--- src/rtl/mem_arbiter_if.sv ---
`default_nettype none
// ============================================================================
//  Module   : mem_arbiter_if
//  Purpose  : Bus bundle for mem_arbiter: IFU and LSU request/response
//             channels plus the single downstream memory port.
//             master = arbiter view, slave = requesters/memory view.
//  Revision : 1.0  initial release
// ============================================================================
interface mem_arbiter_if #(
    parameter int ADDR_W = 32,
    parameter int DATA_W = 32
);
    // Instruction fetch channel
    logic              ifu_valid;
    logic [ADDR_W-1:0] ifu_addr;
    logic              ifu_ready;
    logic              ifu_resp_valid;
    logic [DATA_W-1:0] ifu_rdata;
    logic              ifu_err;

    // Load/store channel
    logic              lsu_valid;
    logic [ADDR_W-1:0] lsu_addr;
    logic              lsu_wen;
    logic [7:0]        lsu_wmask;
    logic [DATA_W-1:0] lsu_wdata;
    logic              lsu_ready;
    logic              lsu_resp_valid;
    logic [DATA_W-1:0] lsu_rdata;
    logic              lsu_err;

    // Downstream memory port
    logic              mem_req_valid;
    logic              mem_req_ready;
    logic [ADDR_W-1:0] mem_addr;
    logic              mem_wen;
    logic [7:0]        mem_wmask;
    logic [DATA_W-1:0] mem_wdata;
    logic              mem_resp_valid;
    logic [DATA_W-1:0] mem_rdata;

    modport master (
        input  ifu_valid, ifu_addr,
        output ifu_ready, ifu_resp_valid, ifu_rdata, ifu_err,
        input  lsu_valid, lsu_addr, lsu_wen, lsu_wmask, lsu_wdata,
        output lsu_ready, lsu_resp_valid, lsu_rdata, lsu_err,
        output mem_req_valid, mem_addr, mem_wen, mem_wmask, mem_wdata,
        input  mem_req_ready, mem_resp_valid, mem_rdata
    );

    modport slave (
        output ifu_valid, ifu_addr,
        input  ifu_ready, ifu_resp_valid, ifu_rdata, ifu_err,
        output lsu_valid, lsu_addr, lsu_wen, lsu_wmask, lsu_wdata,
        input  lsu_ready, lsu_resp_valid, lsu_rdata, lsu_err,
        input  mem_req_valid, mem_addr, mem_wen, mem_wmask, mem_wdata,
        output mem_req_ready, mem_resp_valid, mem_rdata
    );
endinterface
`default_nettype wire

--- src/rtl/mem_arbiter.sv ---
`default_nettype none
// ============================================================================
//  Module   : mem_arbiter
//  Purpose  : Shares one memory port between IFU and LSU. One transaction
//             outstanding at a time, alternating priority under contention,
//             per-transaction timeout returning an error response.
//  Revision : 1.0  initial release
// ============================================================================
module mem_arbiter #(
    parameter int ADDR_W  = 32,
    parameter int DATA_W  = 32,
    parameter int TIMEOUT = 255
) (
    input  logic          clk,
    input  logic          rst,
    mem_arbiter_if.master bus
);

    // Timer holds values up to TIMEOUT; minimum one bit when disabled.
    localparam int TIMER_W = (TIMEOUT > 0) ? $clog2(TIMEOUT + 1) : 1;
    // Timer value in the last allowed cycle: reaching TIMEOUT on this edge.
    localparam logic [TIMER_W-1:0] TMO_LAST =
        (TIMEOUT > 0) ? TIMER_W'(TIMEOUT - 1) : '0;

    typedef enum logic [1:0] {
        S_IDLE  = 2'd0,
        S_ISSUE = 2'd1,
        S_WAIT  = 2'd2,
        S_RESP  = 2'd3
    } state_t;

    state_t              state_q, state_d;
    logic                last_lsu_q, last_lsu_d;     // 1: last grant went to LSU
    logic                owner_lsu_q, owner_lsu_d;   // 1: current transaction is LSU
    logic [ADDR_W-1:0]   addr_q, addr_d;
    logic                wen_q, wen_d;
    logic [7:0]          wmask_q, wmask_d;
    logic [DATA_W-1:0]   wdata_q, wdata_d;
    logic [TIMER_W-1:0]  timer_q, timer_d;
    logic [DATA_W-1:0]   ifu_rdata_q, ifu_rdata_d;
    logic                ifu_err_q, ifu_err_d;
    logic [DATA_W-1:0]   lsu_rdata_q, lsu_rdata_d;
    logic                lsu_err_q, lsu_err_d;

    logic                w_idle;
    logic                w_grant_ifu;
    logic                w_grant_lsu;
    logic                w_timeout;
    logic [TIMER_W-1:0]  w_timer_inc;
    logic                w_resp_load;
    logic [DATA_W-1:0]   w_resp_data;
    logic                w_resp_err;

    // Grant decision: the requester not served last wins a contested cycle.
    // Grants are suppressed while reset is asserted so no handshake is lost.
    assign w_idle      = (state_q == S_IDLE) && !rst;
    assign w_grant_lsu = w_idle && bus.lsu_valid && (!bus.ifu_valid || !last_lsu_q);
    assign w_grant_ifu = w_idle && bus.ifu_valid && !w_grant_lsu;

    // Saturating increment and timeout detection.
    assign w_timer_inc = (timer_q == '1) ? timer_q : timer_q + 1'b1;
    assign w_timeout   = (TIMEOUT != 0) && (timer_q >= TMO_LAST);

    // Next-state, request latch and response capture.
    always_comb begin
        state_d     = state_q;
        last_lsu_d  = last_lsu_q;
        owner_lsu_d = owner_lsu_q;
        addr_d      = addr_q;
        wen_d       = wen_q;
        wmask_d     = wmask_q;
        wdata_d     = wdata_q;
        timer_d     = timer_q;
        ifu_rdata_d = ifu_rdata_q;
        ifu_err_d   = ifu_err_q;
        lsu_rdata_d = lsu_rdata_q;
        lsu_err_d   = lsu_err_q;
        w_resp_load = 1'b0;
        w_resp_data = '0;
        w_resp_err  = 1'b0;

        case (state_q)
            S_IDLE: begin
                if (w_grant_lsu) begin
                    owner_lsu_d = 1'b1;
                    last_lsu_d  = 1'b1;
                    addr_d      = bus.lsu_addr;
                    wen_d       = bus.lsu_wen;
                    wmask_d     = bus.lsu_wmask;
                    wdata_d     = bus.lsu_wdata;
                    timer_d     = '0;
                    state_d     = S_ISSUE;
                end else if (w_grant_ifu) begin
                    // Fetches are always reads.
                    owner_lsu_d = 1'b0;
                    last_lsu_d  = 1'b0;
                    addr_d      = bus.ifu_addr;
                    wen_d       = 1'b0;
                    wmask_d     = '0;
                    wdata_d     = '0;
                    timer_d     = '0;
                    state_d     = S_ISSUE;
                end
            end
            S_ISSUE: begin
                timer_d = w_timer_inc;
                // A response in the acceptance cycle is ignored by design.
                if (bus.mem_req_ready) begin
                    state_d = S_WAIT;
                end else if (w_timeout) begin
                    w_resp_load = 1'b1;
                    w_resp_err  = 1'b1;
                    state_d     = S_RESP;
                end
            end
            S_WAIT: begin
                timer_d = w_timer_inc;
                // A response on the timeout edge still counts as good data.
                if (bus.mem_resp_valid) begin
                    w_resp_load = 1'b1;
                    w_resp_data = bus.mem_rdata;
                    state_d     = S_RESP;
                end else if (w_timeout) begin
                    w_resp_load = 1'b1;
                    w_resp_err  = 1'b1;
                    state_d     = S_RESP;
                end
            end
            S_RESP: begin
                state_d = S_IDLE;
            end
            default: begin
                state_d = S_IDLE;
            end
        endcase

        // Only the owner's held response registers are updated.
        if (w_resp_load) begin
            if (owner_lsu_q) begin
                lsu_rdata_d = w_resp_data;
                lsu_err_d   = w_resp_err;
            end else begin
                ifu_rdata_d = w_resp_data;
                ifu_err_d   = w_resp_err;
            end
        end
    end

    // State and datapath registers with synchronous reset.
    always_ff @(posedge clk) begin
        if (rst) begin
            state_q     <= S_IDLE;
            last_lsu_q  <= 1'b0;
            owner_lsu_q <= 1'b0;
            addr_q      <= '0;
            wen_q       <= 1'b0;
            wmask_q     <= '0;
            wdata_q     <= '0;
            timer_q     <= '0;
            ifu_rdata_q <= '0;
            ifu_err_q   <= 1'b0;
            lsu_rdata_q <= '0;
            lsu_err_q   <= 1'b0;
        end else begin
            state_q     <= state_d;
            last_lsu_q  <= last_lsu_d;
            owner_lsu_q <= owner_lsu_d;
            addr_q      <= addr_d;
            wen_q       <= wen_d;
            wmask_q     <= wmask_d;
            wdata_q     <= wdata_d;
            timer_q     <= timer_d;
            ifu_rdata_q <= ifu_rdata_d;
            ifu_err_q   <= ifu_err_d;
            lsu_rdata_q <= lsu_rdata_d;
            lsu_err_q   <= lsu_err_d;
        end
    end

    assign bus.ifu_ready      = w_grant_ifu;
    assign bus.lsu_ready      = w_grant_lsu;
    assign bus.ifu_resp_valid = (state_q == S_RESP) && !rst && !owner_lsu_q;
    assign bus.lsu_resp_valid = (state_q == S_RESP) && !rst &&  owner_lsu_q;
    assign bus.ifu_rdata      = ifu_rdata_q;
    assign bus.ifu_err        = ifu_err_q;
    assign bus.lsu_rdata      = lsu_rdata_q;
    assign bus.lsu_err        = lsu_err_q;

    assign bus.mem_req_valid  = (state_q == S_ISSUE) && !rst;
    assign bus.mem_addr       = addr_q;
    assign bus.mem_wen        = wen_q;
    assign bus.mem_wmask      = wmask_q;
    assign bus.mem_wdata      = wdata_q;

endmodule
`default_nettype wire

--- src/flat_wrapper.sv ---
// flat-port wrapper written by rule: the top's interface ports become plain ports
module mem_arbiter_flat 
#(
    parameter int ADDR_W  = 32,
    parameter int DATA_W  = 32,
    parameter int TIMEOUT = 255
)
  (clk, rst, bus_ifu_valid, bus_ifu_addr, bus_ifu_ready, bus_ifu_resp_valid, bus_ifu_rdata, bus_ifu_err, bus_lsu_valid, bus_lsu_addr, bus_lsu_wen, bus_lsu_wmask, bus_lsu_wdata, bus_lsu_ready, bus_lsu_resp_valid, bus_lsu_rdata, bus_lsu_err, bus_mem_req_valid, bus_mem_addr, bus_mem_wen, bus_mem_wmask, bus_mem_wdata, bus_mem_req_ready, bus_mem_resp_valid, bus_mem_rdata);
  mem_arbiter_if #(.ADDR_W(ADDR_W), .DATA_W(DATA_W)) bus_i ();
  input  logic clk;
  input  logic rst;
  input wire logic [$bits(bus_i.ifu_valid)-1:0] bus_ifu_valid;
  input wire logic [$bits(bus_i.ifu_addr)-1:0] bus_ifu_addr;
  output wire logic [$bits(bus_i.ifu_ready)-1:0] bus_ifu_ready;
  output wire logic [$bits(bus_i.ifu_resp_valid)-1:0] bus_ifu_resp_valid;
  output wire logic [$bits(bus_i.ifu_rdata)-1:0] bus_ifu_rdata;
  output wire logic [$bits(bus_i.ifu_err)-1:0] bus_ifu_err;
  input wire logic [$bits(bus_i.lsu_valid)-1:0] bus_lsu_valid;
  input wire logic [$bits(bus_i.lsu_addr)-1:0] bus_lsu_addr;
  input wire logic [$bits(bus_i.lsu_wen)-1:0] bus_lsu_wen;
  input wire logic [$bits(bus_i.lsu_wmask)-1:0] bus_lsu_wmask;
  input wire logic [$bits(bus_i.lsu_wdata)-1:0] bus_lsu_wdata;
  output wire logic [$bits(bus_i.lsu_ready)-1:0] bus_lsu_ready;
  output wire logic [$bits(bus_i.lsu_resp_valid)-1:0] bus_lsu_resp_valid;
  output wire logic [$bits(bus_i.lsu_rdata)-1:0] bus_lsu_rdata;
  output wire logic [$bits(bus_i.lsu_err)-1:0] bus_lsu_err;
  output wire logic [$bits(bus_i.mem_req_valid)-1:0] bus_mem_req_valid;
  output wire logic [$bits(bus_i.mem_addr)-1:0] bus_mem_addr;
  output wire logic [$bits(bus_i.mem_wen)-1:0] bus_mem_wen;
  output wire logic [$bits(bus_i.mem_wmask)-1:0] bus_mem_wmask;
  output wire logic [$bits(bus_i.mem_wdata)-1:0] bus_mem_wdata;
  input wire logic [$bits(bus_i.mem_req_ready)-1:0] bus_mem_req_ready;
  input wire logic [$bits(bus_i.mem_resp_valid)-1:0] bus_mem_resp_valid;
  input wire logic [$bits(bus_i.mem_rdata)-1:0] bus_mem_rdata;
  assign bus_i.ifu_valid = bus_ifu_valid;
  assign bus_i.ifu_addr = bus_ifu_addr;
  assign bus_ifu_ready = bus_i.ifu_ready;
  assign bus_ifu_resp_valid = bus_i.ifu_resp_valid;
  assign bus_ifu_rdata = bus_i.ifu_rdata;
  assign bus_ifu_err = bus_i.ifu_err;
  assign bus_i.lsu_valid = bus_lsu_valid;
  assign bus_i.lsu_addr = bus_lsu_addr;
  assign bus_i.lsu_wen = bus_lsu_wen;
  assign bus_i.lsu_wmask = bus_lsu_wmask;
  assign bus_i.lsu_wdata = bus_lsu_wdata;
  assign bus_lsu_ready = bus_i.lsu_ready;
  assign bus_lsu_resp_valid = bus_i.lsu_resp_valid;
  assign bus_lsu_rdata = bus_i.lsu_rdata;
  assign bus_lsu_err = bus_i.lsu_err;
  assign bus_mem_req_valid = bus_i.mem_req_valid;
  assign bus_mem_addr = bus_i.mem_addr;
  assign bus_mem_wen = bus_i.mem_wen;
  assign bus_mem_wmask = bus_i.mem_wmask;
  assign bus_mem_wdata = bus_i.mem_wdata;
  assign bus_i.mem_req_ready = bus_mem_req_ready;
  assign bus_i.mem_resp_valid = bus_mem_resp_valid;
  assign bus_i.mem_rdata = bus_mem_rdata;
  mem_arbiter #(.ADDR_W(ADDR_W), .DATA_W(DATA_W), .TIMEOUT(TIMEOUT)) u_core (.clk(clk), .rst(rst), .bus(bus_i));
endmodule
--- config.mk ---
export PLATFORM = sky130hd
export DESIGN_NAME = mem_arbiter_flat
export DESIGN_NICKNAME = d
export VERILOG_FILES = /design/src/rtl/mem_arbiter_if.sv /design/src/rtl/mem_arbiter.sv /design/src/flat_wrapper.sv
export SDC_FILE = /design/constraint.sdc
export NUM_CORES = 1
export LEC_CHECK = 0
export BUFFER_PORTS_ARGS = -buffer_cell sky130_fd_sc_hd__buf_2
export CELL_PAD_IN_SITES_DETAIL_PLACEMENT = 1
export CELL_PAD_IN_SITES_GLOBAL_PLACEMENT = 2
export CORE_MARGIN = 3
export CORE_UTILIZATION = 28
export CTS_CLUSTER_DIAMETER = 80
export DETAILED_ROUTE_END_ITERATION = 10
export GPL_TIMING_DRIVEN = 1
export HOLD_SLACK_MARGIN = 0.03
export PLACE_DENSITY = 0.84
export SYNTH_ARGS = -nofsm -noshare
export SYNTH_HDL_FRONTEND = slang
export SYNTH_SLANG_ARGS = --single-unit
--- constraint.sdc ---
create_clock -name clk -period 4.25 [get_ports clk]
set_input_delay 0 -clock clk [delete_from_list [all_inputs] [get_ports clk]]
set_output_delay 0 -clock clk [all_outputs]
set_load 0.01 [all_outputs]
## Yosys cells after proc, flatten, opt, wreduce, memory -nomap -nowiden

Cells that the tools add are included.

| storage, ports and cells | value |
|---|---|
| logic and storage cells | 68 |
| flip-flop bits (word level) | 150 |
| bits of input ports | 143 |

| operators by class | value |
|---|---|
| bitwise logic cells | 1 |
| mux-type cells | 26 |
| reductions and logical operators | 22 |
| add/subtract/negate cells | 1 |
| equal/unequal tests | 6 |
| order comparisons | 1 |

Operator list:

| operator | count |
|---|---|
| 2-to-1 mux 32 bit | 6 |
| 2-to-1 mux 8 bit | 4 |
| case mux 8 bit (2 select lines) | 1 |
| 2-to-1 mux 2 bit | 5 |
| logical AND 1 bit | 9 |
| adder 8 x 1 -> 8 bit, second input constant | 1 |
| equality test 8 bit, second input constant | 1 |
| greater-or-equal comparator 8 bit, second input constant | 1 |
| case mux 2 bit (4 select lines) | 1 |
| 2-to-1 mux 1 bit | 7 |
| AND reduction 2 bit | 3 |
| equality test 2 bit, second input constant | 2 |
| zero test 1 bit | 4 |
| case mux 1 bit (2 select lines) | 2 |
| nonzero test 2 bit | 2 |
| inequality test 3 x 2 -> 1 bit, second input constant | 1 |
| AND reduction 3 bit | 1 |
| equality test 2 x 1 -> 1 bit, second input constant | 1 |
| zero test 2 bit | 1 |
| inequality test 2 bit, second input constant | 1 |
| OR reduction 2 bit | 1 |
| logical OR 1 bit | 1 |
| inverter 1 bit | 1 |

## Longest topological paths before layout

Gate-level depths: netlist of run 1.

| logic depth | value |
|---|---|
| depth after elaboration | 9 |
| gate-level depth with buffers | 9 |
| gate-level depth less buffers | 6 |

## Worst setup path before layout of run 1

Ideal clock, no wire load.

| timing | value |
|---|---|
| path kind | register -> register |
| start point | register u_core.state_q[0] |
| end point | register u_core.lsu_rdata_q[15], in the netlist u_core.bus.lsu_rdata[15] |
| buffers on the path | 1 |
| library setup time | 0.117 ns |
| arrival | 1.750 ns |
| cell stages (with the launch flop) | 8 |
| clock period less this slack | 1.866 ns |
| data required time | 4.133 ns |
| slack | 2.384 ns |
| path through | dfxtp_1 inv_1 ha_1 nand3_1 o31ai_4 a31oi_2 buf_2 a22o_1 |

| on the way | value |
|---|---|
| cells in the longest elaborated chain, start to end | 3 |

RTL lines:

| what | line | text |
|---|---|---|
| from (decl) | mem_arbiter.sv:32 | `state_t state_q, state_d;` |
| from (signal assigned) | mem_arbiter.sv:165 | `state_q <= state_d;` |
| equality test 2 bit / equality test 2 x 1 -> 1 bit (equally long branches) | mem_arbiter.sv:82 | `case (state_q)` |
| case mux 1 bit (2 select lines) | mem_arbiter.sv:82 |  |
| AND reduction 2 bit (no line) | - |  |
| to (signal assigned) | mem_arbiter.sv:175 | `lsu_rdata_q <= lsu_rdata_d;` |
| to (decl) | mem_arbiter.sv:42 | `logic [DATA_W-1:0] lsu_rdata_q, lsu_rdata_d;` |

Parallel ways exist; a longest one is shown, timed or not.
A chain may end at the register's enable or synchronous reset.

## Worst setup path in the final report of run 1

| timing | value |
|---|---|
| start point | register u_core.state_q[0] |
| end point | register u_core.addr_q[1], in the netlist u_core.bus.mem_addr[1] |

| on the way | value |
|---|---|
| cells in the longest elaborated chain, start to end | 8 |

RTL lines:

| what | line | text |
|---|---|---|
| zero test 2 bit (*) | mem_arbiter.sv:56, mem_arbiter.sv:82 |  |
| logical AND 1 bit | mem_arbiter.sv:56 | `assign w_idle = (state_q == S_IDLE) && !rst;` |
| logical AND 1 bit (2 in series) | mem_arbiter.sv:57 | `assign w_grant_lsu = w_idle && bus.lsu_valid && (!bus.ifu_valid \|\| !last_lsu_q);` |
| zero test 1 bit | mem_arbiter.sv:58 | `assign w_grant_ifu = w_idle && bus.ifu_valid && !w_grant_lsu;` |
| logical AND 1 bit | mem_arbiter.sv:58 |  |
| nonzero test 2 bit (no line) | - |  |
| AND reduction 2 bit (no line) | - |  |
| to (signal assigned) | mem_arbiter.sv:168 | `addr_q <= addr_d;` |
| to (decl) | mem_arbiter.sv:35 | `logic [ADDR_W-1:0] addr_q, addr_d;` |

Every way passes the cells marked *; elsewhere a longest branch is shown, timed or not.

==> results of run 1 <==
==> cell type report <==
class                      instances  area (µm²)
sequential                       150        3000
antenna                            1        2.50
timing repair buffer             430        2870
tap                              265         332
inverter                           8        30.0
clock inverter                    13         138
fill                            2304       10500
multi-input combinational        369        2460
clock buffer                      19         433
==> state kept, by name, indices dropped and copies added, names as in the netlist, 2 cells and up <==
| name | count |
|---|---|
| u_core.bus.lsu_rdata | 32 |
| u_core.bus.ifu_rdata | 32 |
| u_core.bus.mem_wmask | 8 |
| u_core.bus.mem_wdata | 32 |
| u_core.state_q | 2 |
| u_core.bus.mem_addr | 32 |
| u_core.timer_q | 8 |
==> metal layers <==
metal / routed length, µm / share of wire [%]
met5: 13 / 0.058
met4: 502 / 2.2
met3: 2010 / 9.0
met2: 10500 / 47
met1: 9340 / 42
==> final timing paths <==
kind,slack [ps],start,endpoint
min,60,bus_mem_resp_valid,u_core.bus.lsu_err
max,1290,u_core.state_q[0],u_core.bus.mem_addr[1]
max reg2reg,1290,u_core.state_q[0],u_core.bus.mem_addr[1]
min reg2reg,460,u_core.bus.mem_wdata[12],u_core.bus.mem_wdata[12]
==> report_power, final <==
group	internal [mW]	switching, mW	total, mW
clock network	0.826	0.652	1.48
logic	0.305	0.318	0.622
registers	1.48	0.0422	1.52
total	2.61	1.01	3.62
==> stage by stage <==
step           power (mW)  cell area [µm²]
3_5_place_dp         2.03             7320
2_1_floorplan        1.82             5720
4_1_cts              3.65             9270
5_1_grt              3.79             9270
3_3_place_gp         2.02             7320
6_report             3.62             9270
==> critical path: stages (launching register included) <==
cell and delay, ps:
dfxtp_1 440, inv_1 130, ha_1 300, nand3b_1 140
buf_4 790, nor2_1 130, a211oi_1 250, dlygate4sd3_1 570
==> kinds of logic (layout without fill, tap and decap cells) <==
group / Yosys count / after routing
flops: 150 / 150
simple gates: 165 / 165
fa+ha+maj: 8 / 8
buf+inv: 54 / 470
other cells: 0 / 1
compound gates: 159 / 159
mux: 37 / 37
==> synth_stat cells (all sizes together), types with 2 or more instances <==
library cell / n
a22o: 64
a31oi: 2
a21o: 2
inv: 7
a2111oi: 2
nor4: 4
a211oi: 33
ha: 8
a21oi: 46
buf: 29
nand2: 50
nand4: 3
and3: 2
nor3: 4
nand3b: 2
clkbuf: 17
nor2: 41
o21ai: 2
o2bb2ai: 2
nand3: 44
nand2b: 9
dfxtp: 150
mux2i: 37
==> repair_timing <==
item / in CTS / in global routing
endpoints found under the hold margin: 138 / 0
hold buffers: 138 / 0
resized for setup: 0 / 0
==> impl_metrics.csv, run 1 <==
group,metric,value,unit
run_status,outcome,"completed",
drt,final_antenna_net_count,0,
pwr,max-vdd-ir-drop,222,µV
grt,grt_util_all_layers,19.5,%
timing,rsz0062_at_grt,"no",
floorplan,core,19800,µm²
synth,synth_edf_count,0,
grt,grt_max_degree,107,
cells_and_area,final_cells,1255,
pwr,leakage,4.43,nW
critical_path,reg2reg_depth,7,
synth,yosys.area_share.adder,1.75,%
synth,synth_xor_area_share,0,%
timing,skew,11.7,ps
drt,post-route-drc-count,0,
drt,wire_per_inst,17.9,µm
synth,synthesis.area,5720,µm²
timing,setup_viol_count_final,0,
clock_tree,postCtsSetupBuffers,0,
synth,yosysTopAreaCell,"dfxtp_1",
cells_and_area,fin_nets,1127,
job,max-cap-violations,0,
drt,via_count,6088,
critical_path,cp_max_fo,106,
cells_and_area,final_cell_mix,"buf_2, dfxtp_1, dlygate4sd3_1",
clock_tree,clockBufferDepth,2,
timing,post-route-period-util,69.5,%
clock_tree,htree_levels,4,
grt,grt_pass1_wl,34.8,mm
pwr,cellPowerDensity,390,nW/µm²
synth,yosysSeqAreaShare,52.5,%
grt,antenna_found_initial,2,
place,place_inst,1084,
cells_and_area,area_growth,62.1,%
timing,fin_tns_setup,0,ps
cells_and_area,layout_commonest_cell,"buf_2",
synth,synth-compound-area-share,21.3,%
timing,hold_viol,0,
grt,globalRouteMet1Util,23.0,%
clock_tree,clock_sinks,150,
synth,ys_ff_latch,150,
floorplan,initial_core_util,28.9,%
timing,worst_pin_slew,1150,ps
critical_path,critPathKind,"flip-flop to flip-flop",
floorplan,die_h,149,µm
critical_path,worstPathRequired,4610,ps
clock_tree,clk_pin_slew_worst_paths,60,ps
floorplan,num_io_pins,287,
place,numPortBuffers,286,
drt,wl,22.4,mm
synth,synth_top_area_share,52.5,%
critical_path,worstPathArrival,3310,ps
synth,synth_cells,573,
drt,drtIter0Drc,205,
worst_hold_path,hold_class,"primary input to flip-flop",
synth,yosys-top-cells-area,"dfxtp_1, a22o_1, mux2i_1",
floorplan,die-width,149,µm
timing,fmax,338,MHz
cells_and_area,drive_above_1_share,33.5,%
grt,met3_usage,7.41,%
place,post-dp-hpwl,13.5,mm
timing,report.final.slew_viol_count,0,
timing,worst_slack,1290,ps
floorplan,die-area,22200,µm²
clock_tree,cts_tree,"yes",
grt,grt_pass1_vias,6497,
synth,yosys_warnings,0,
place,place_ws,1770,ps
critical_path,start_kind,"flip-flop",
clock_tree,cts_inserted_buffers,17,
synth,synthFlopType,"dfxtp_1",
grt,grt-busiest-layer,"met2",
timing,holdWs,59.6,ps
synth,yosys.area_share.simple,13.4,%
synth,synth_fp_nets,724,
cells_and_area,utilization,46.9,%
place,gp_congestion,0.723,
floorplan,rows,51,
drt,via_per_inst,4.85,
worst_hold_path,hold_depth,4,
timing,min_period,2960,ps
synth,syn_area_per_cell,9.98,µm²
synth,synth_top_family_by_area,"compound AO/OA/AOI/OAI gates",
timing,max-slew-margin-rel,23.6,%
grt,gr-usage-met2,33.0,%
synth,synthArstFlopShare,0,%
critical_path,end_kind,"flip-flop",
drt,dr.pass1.iters,6,
clock_tree,insertion_delay,420,ps
synth,post_synth_num_cell_types,43,
clock_tree,root_buffer,"clkbuf_16",
grt,overflow,0,
synth,synth_mux_area_share,6.47,%
Power figures use the tool's default switching activity.
==> inputs of run 2 (changes only) <==
- CORE_UTILIZATION: 28 -> 23
- PLACE_DENSITY: 0.84 -> 0.74
- clock period: 4.25 -> 2.5 ns (I/O delays scaled with it)
==> run 2 against run 1 <==
Against the previous run:
- clock skew rose by 2.2 ps
- die area is 21% higher
- worst setup slack got worse by 1100 ps
- worst hold slack improved by 16 ps
- power up 72%
- global-route usage is 4.0 points lower
- via count decreased by 0.71%
- clock power increased by 72%
- utilization down 7.8 points
- register-to-register slack got worse by 1100 ps
- sequential share of layout area fell by 0.82 points
- routed wire length shrank 0.75%
- critical endpoint is now u_core.bus.mem_addr[20]
- highest routed layer is now met4
==> impl_metrics.csv, run 2 (synthesis results as in run 1) <==
group,metric,value,unit
grt,gr-usage-met2,27.0,%
pwr,leakage,4.51,nW
grt,grt_pass1_vias,6349,
floorplan,die-area,26800,µm²
pwr,p_total,6.21,mW
critical_path,rr_startpoint,"u_core.state_q[1]",
timing,max-slew-margin-rel,41.9,%
place,numPortBuffers,286,
floorplan,die-width,164,µm
drt,post-route-drc-count,0,
grt,met3_usage,5.62,%
pwr,sw_frac_of_total,29.3,%
grt,overflow,0,
grt,globalRouteMet1Util,17.8,%
timing,fin_tns_setup,0,ps
grt,antenna_found_initial,2,
worst_hold_path,worstHoldEndpoint,"u_core.bus.lsu_err",
worst_hold_path,hold_depth,4,
critical_path,r2r_slack,170,ps
place,post-dp-hpwl,13.8,mm
grt,grt_pass1_wl,33.4,mm
timing,rsz0062_at_grt,"no",
critical_path,start_kind,"flip-flop",
timing,report.final.slew_viol_count,0,
critical_path,worstPathArrival,2640,ps
drt,drtIter0Drc,177,
clock_tree,clk_pin_slew_worst_paths,70,ps
clock_tree,clockBufferDepth,2,
critical_path,timing.rr.end,"u_core.bus.mem_addr[20]",
pwr,p_seq_share,41.5,%
job,max-cap-violations,0,
clock_tree,insertion_delay,430,ps
drt,wl,22.2,mm
cells_and_area,final_cell_mix,"buf_2, dfxtp_1, dlygate4sd3_1",
critical_path,worstPathRequired,2810,ps
floorplan,num_io_pins,287,
pwr,p_clk_share,41.0,%
timing,fmax,430,MHz
floorplan,rows,57,
drt,wire_per_inst,16.7,µm
clock_tree,clock_sinks,150,
grt,grt-busiest-layer,"met2",
clock_tree,cts_inserted_buffers,17,
clock_tree,htree_levels,4,
drt,dr.pass1.iters,4,
drt,via_per_inst,4.55,
pwr,comb_power_share,17.4,%
clock_tree,root_buffer,"clkbuf_16",
cells_and_area,layout_commonest_cell,"buf_2",
floorplan,die_h,164,µm
critical_path,cp_max_fo,13,
timing,worst_pin_slew,871,ps
cells_and_area,fin_nets,1142,
floorplan,core,24400,µm²
pwr,cellPowerDensity,652,nW/µm²
timing,skew,13.9,ps
drt,via_count,6045,
pwr,max-vdd-ir-drop,400,µV
drt,final_antenna_net_count,0,
timing,setup_viol_count_final,0,
run_status,outcome,"completed",
worst_hold_path,hp-start,"bus_mem_resp_valid",
critical_path,reg2reg_depth,8,
timing,hold_viol,0,
grt,grt_util_all_layers,15.6,%
grt,grt_max_degree,106,
floorplan,initial_core_util,23.5,%
timing,min_period,2330,ps
pwr,p_switching,1.82,mW
cells_and_area,drive_above_1_share,34.8,%
cells_and_area,area_growth,66.4,%
critical_path,end_kind,"flip-flop",
worst_hold_path,hold_class,"primary input to flip-flop",
timing,post-route-period-util,93.0,%
pwr,internal_power,4.39,mW
critical_path,critPathKind,"flip-flop to flip-flop",
clock_tree,cts_tree,"yes",
place,gp_congestion,0.746,
==> run 2: worst max path at each step <==
| stage | to | from | slack (ps) | cells past startpoint |
|---|---|---|---|---|
| after floorplan | u_core.bus.lsu_rdata[15] | u_core.state_q[0] | 630 | 7 |
| after global placement | u_core.bus.lsu_rdata[12] | u_core.state_q[1] | 420 | 7 |
| after detailed placement | u_core.bus.lsu_rdata[23] | u_core.state_q[1] | 300 | 7 |
| after CTS | u_core.bus.mem_addr[14] | u_core.state_q[1] | 10 | 7 |
| after global routing | u_core.bus.mem_addr[22] | u_core.state_q[1] | 60 | 8 |
| final | u_core.bus.mem_addr[20] | u_core.state_q[1] | 170 | 8 |
==> run 2: worst max-delay path, cell delays in order (launching register included) <==
cell,delay [ps]
dfxtp_2,380
inv_1,90
ha_1,270
nand3b_1,120
buf_4,180
buf_12,180
mux2i_1,250
a211oi_1,120
dlygate4sd3_1,610
==> run 2: power by group through the flow <==
stage	sequential [mW]	clock [mW]	combinational (mW)
2_1_floorplan	2.68	0	0.425
3_3_place_gp	2.63	0	0.838
3_5_place_dp	2.63	0	0.839
4_1_cts	2.58	2.65	1.04
5_1_grt	2.60	2.75	1.19
6_report	2.58	2.55	1.08
==> run 2: cell type report <==
type	count	area [µm²]
antenna	2	5.00
clock buffer	18	439
clock inverter	14	135
fill	2870	14900
inverter	8	30.0
multi-input combinational	369	2460
sequential	150	3010
tap	324	405
timing repair buffer	445	3040
==> run 2: what timing repair did <==
action	4_1_cts	5_1_grt
hold endpoints to repair	141	0
endpoints found under the setup margin	0	16
gates resized for setup	0	3
hold buffers	139	0
buffers inserted	0	6
==> run 2: through the flow <==
| stage | utilization, % | std cells | hold WS [ps] | cell area, µm² | worst slack (ps) |
|---|---|---|---|---|---|
| 3_5_place_dp | 30.6 | 1149 | 232 | 7460 | 298 |
| 3_3_place_gp | 30.6 | 1149 | 228 | 7460 | 421 |
| 5_1_grt | 39.0 | 1330 | 101 | 9520 | 56.5 |
| 6_report | 39.0 | 1330 | 75.8 | 9520 | 175 |
| 2_1_floorplan | - | 573 | 125 | 5720 | 634 |
| 4_1_cts | 38.7 | 1320 | 45.1 | 9430 | 10.0 |
==> run 2: routing by layer <==
layer / vias to the layer above / share of wire, % / wire (µm)
met5: - / 0 / 0
met2: 203 / 49 / 10800
met3: 33 / 7.7 / 1710
met1: 2885 / 42 / 9240
li1: 2924 / - / -
met4: 0 / 2.2 / 484
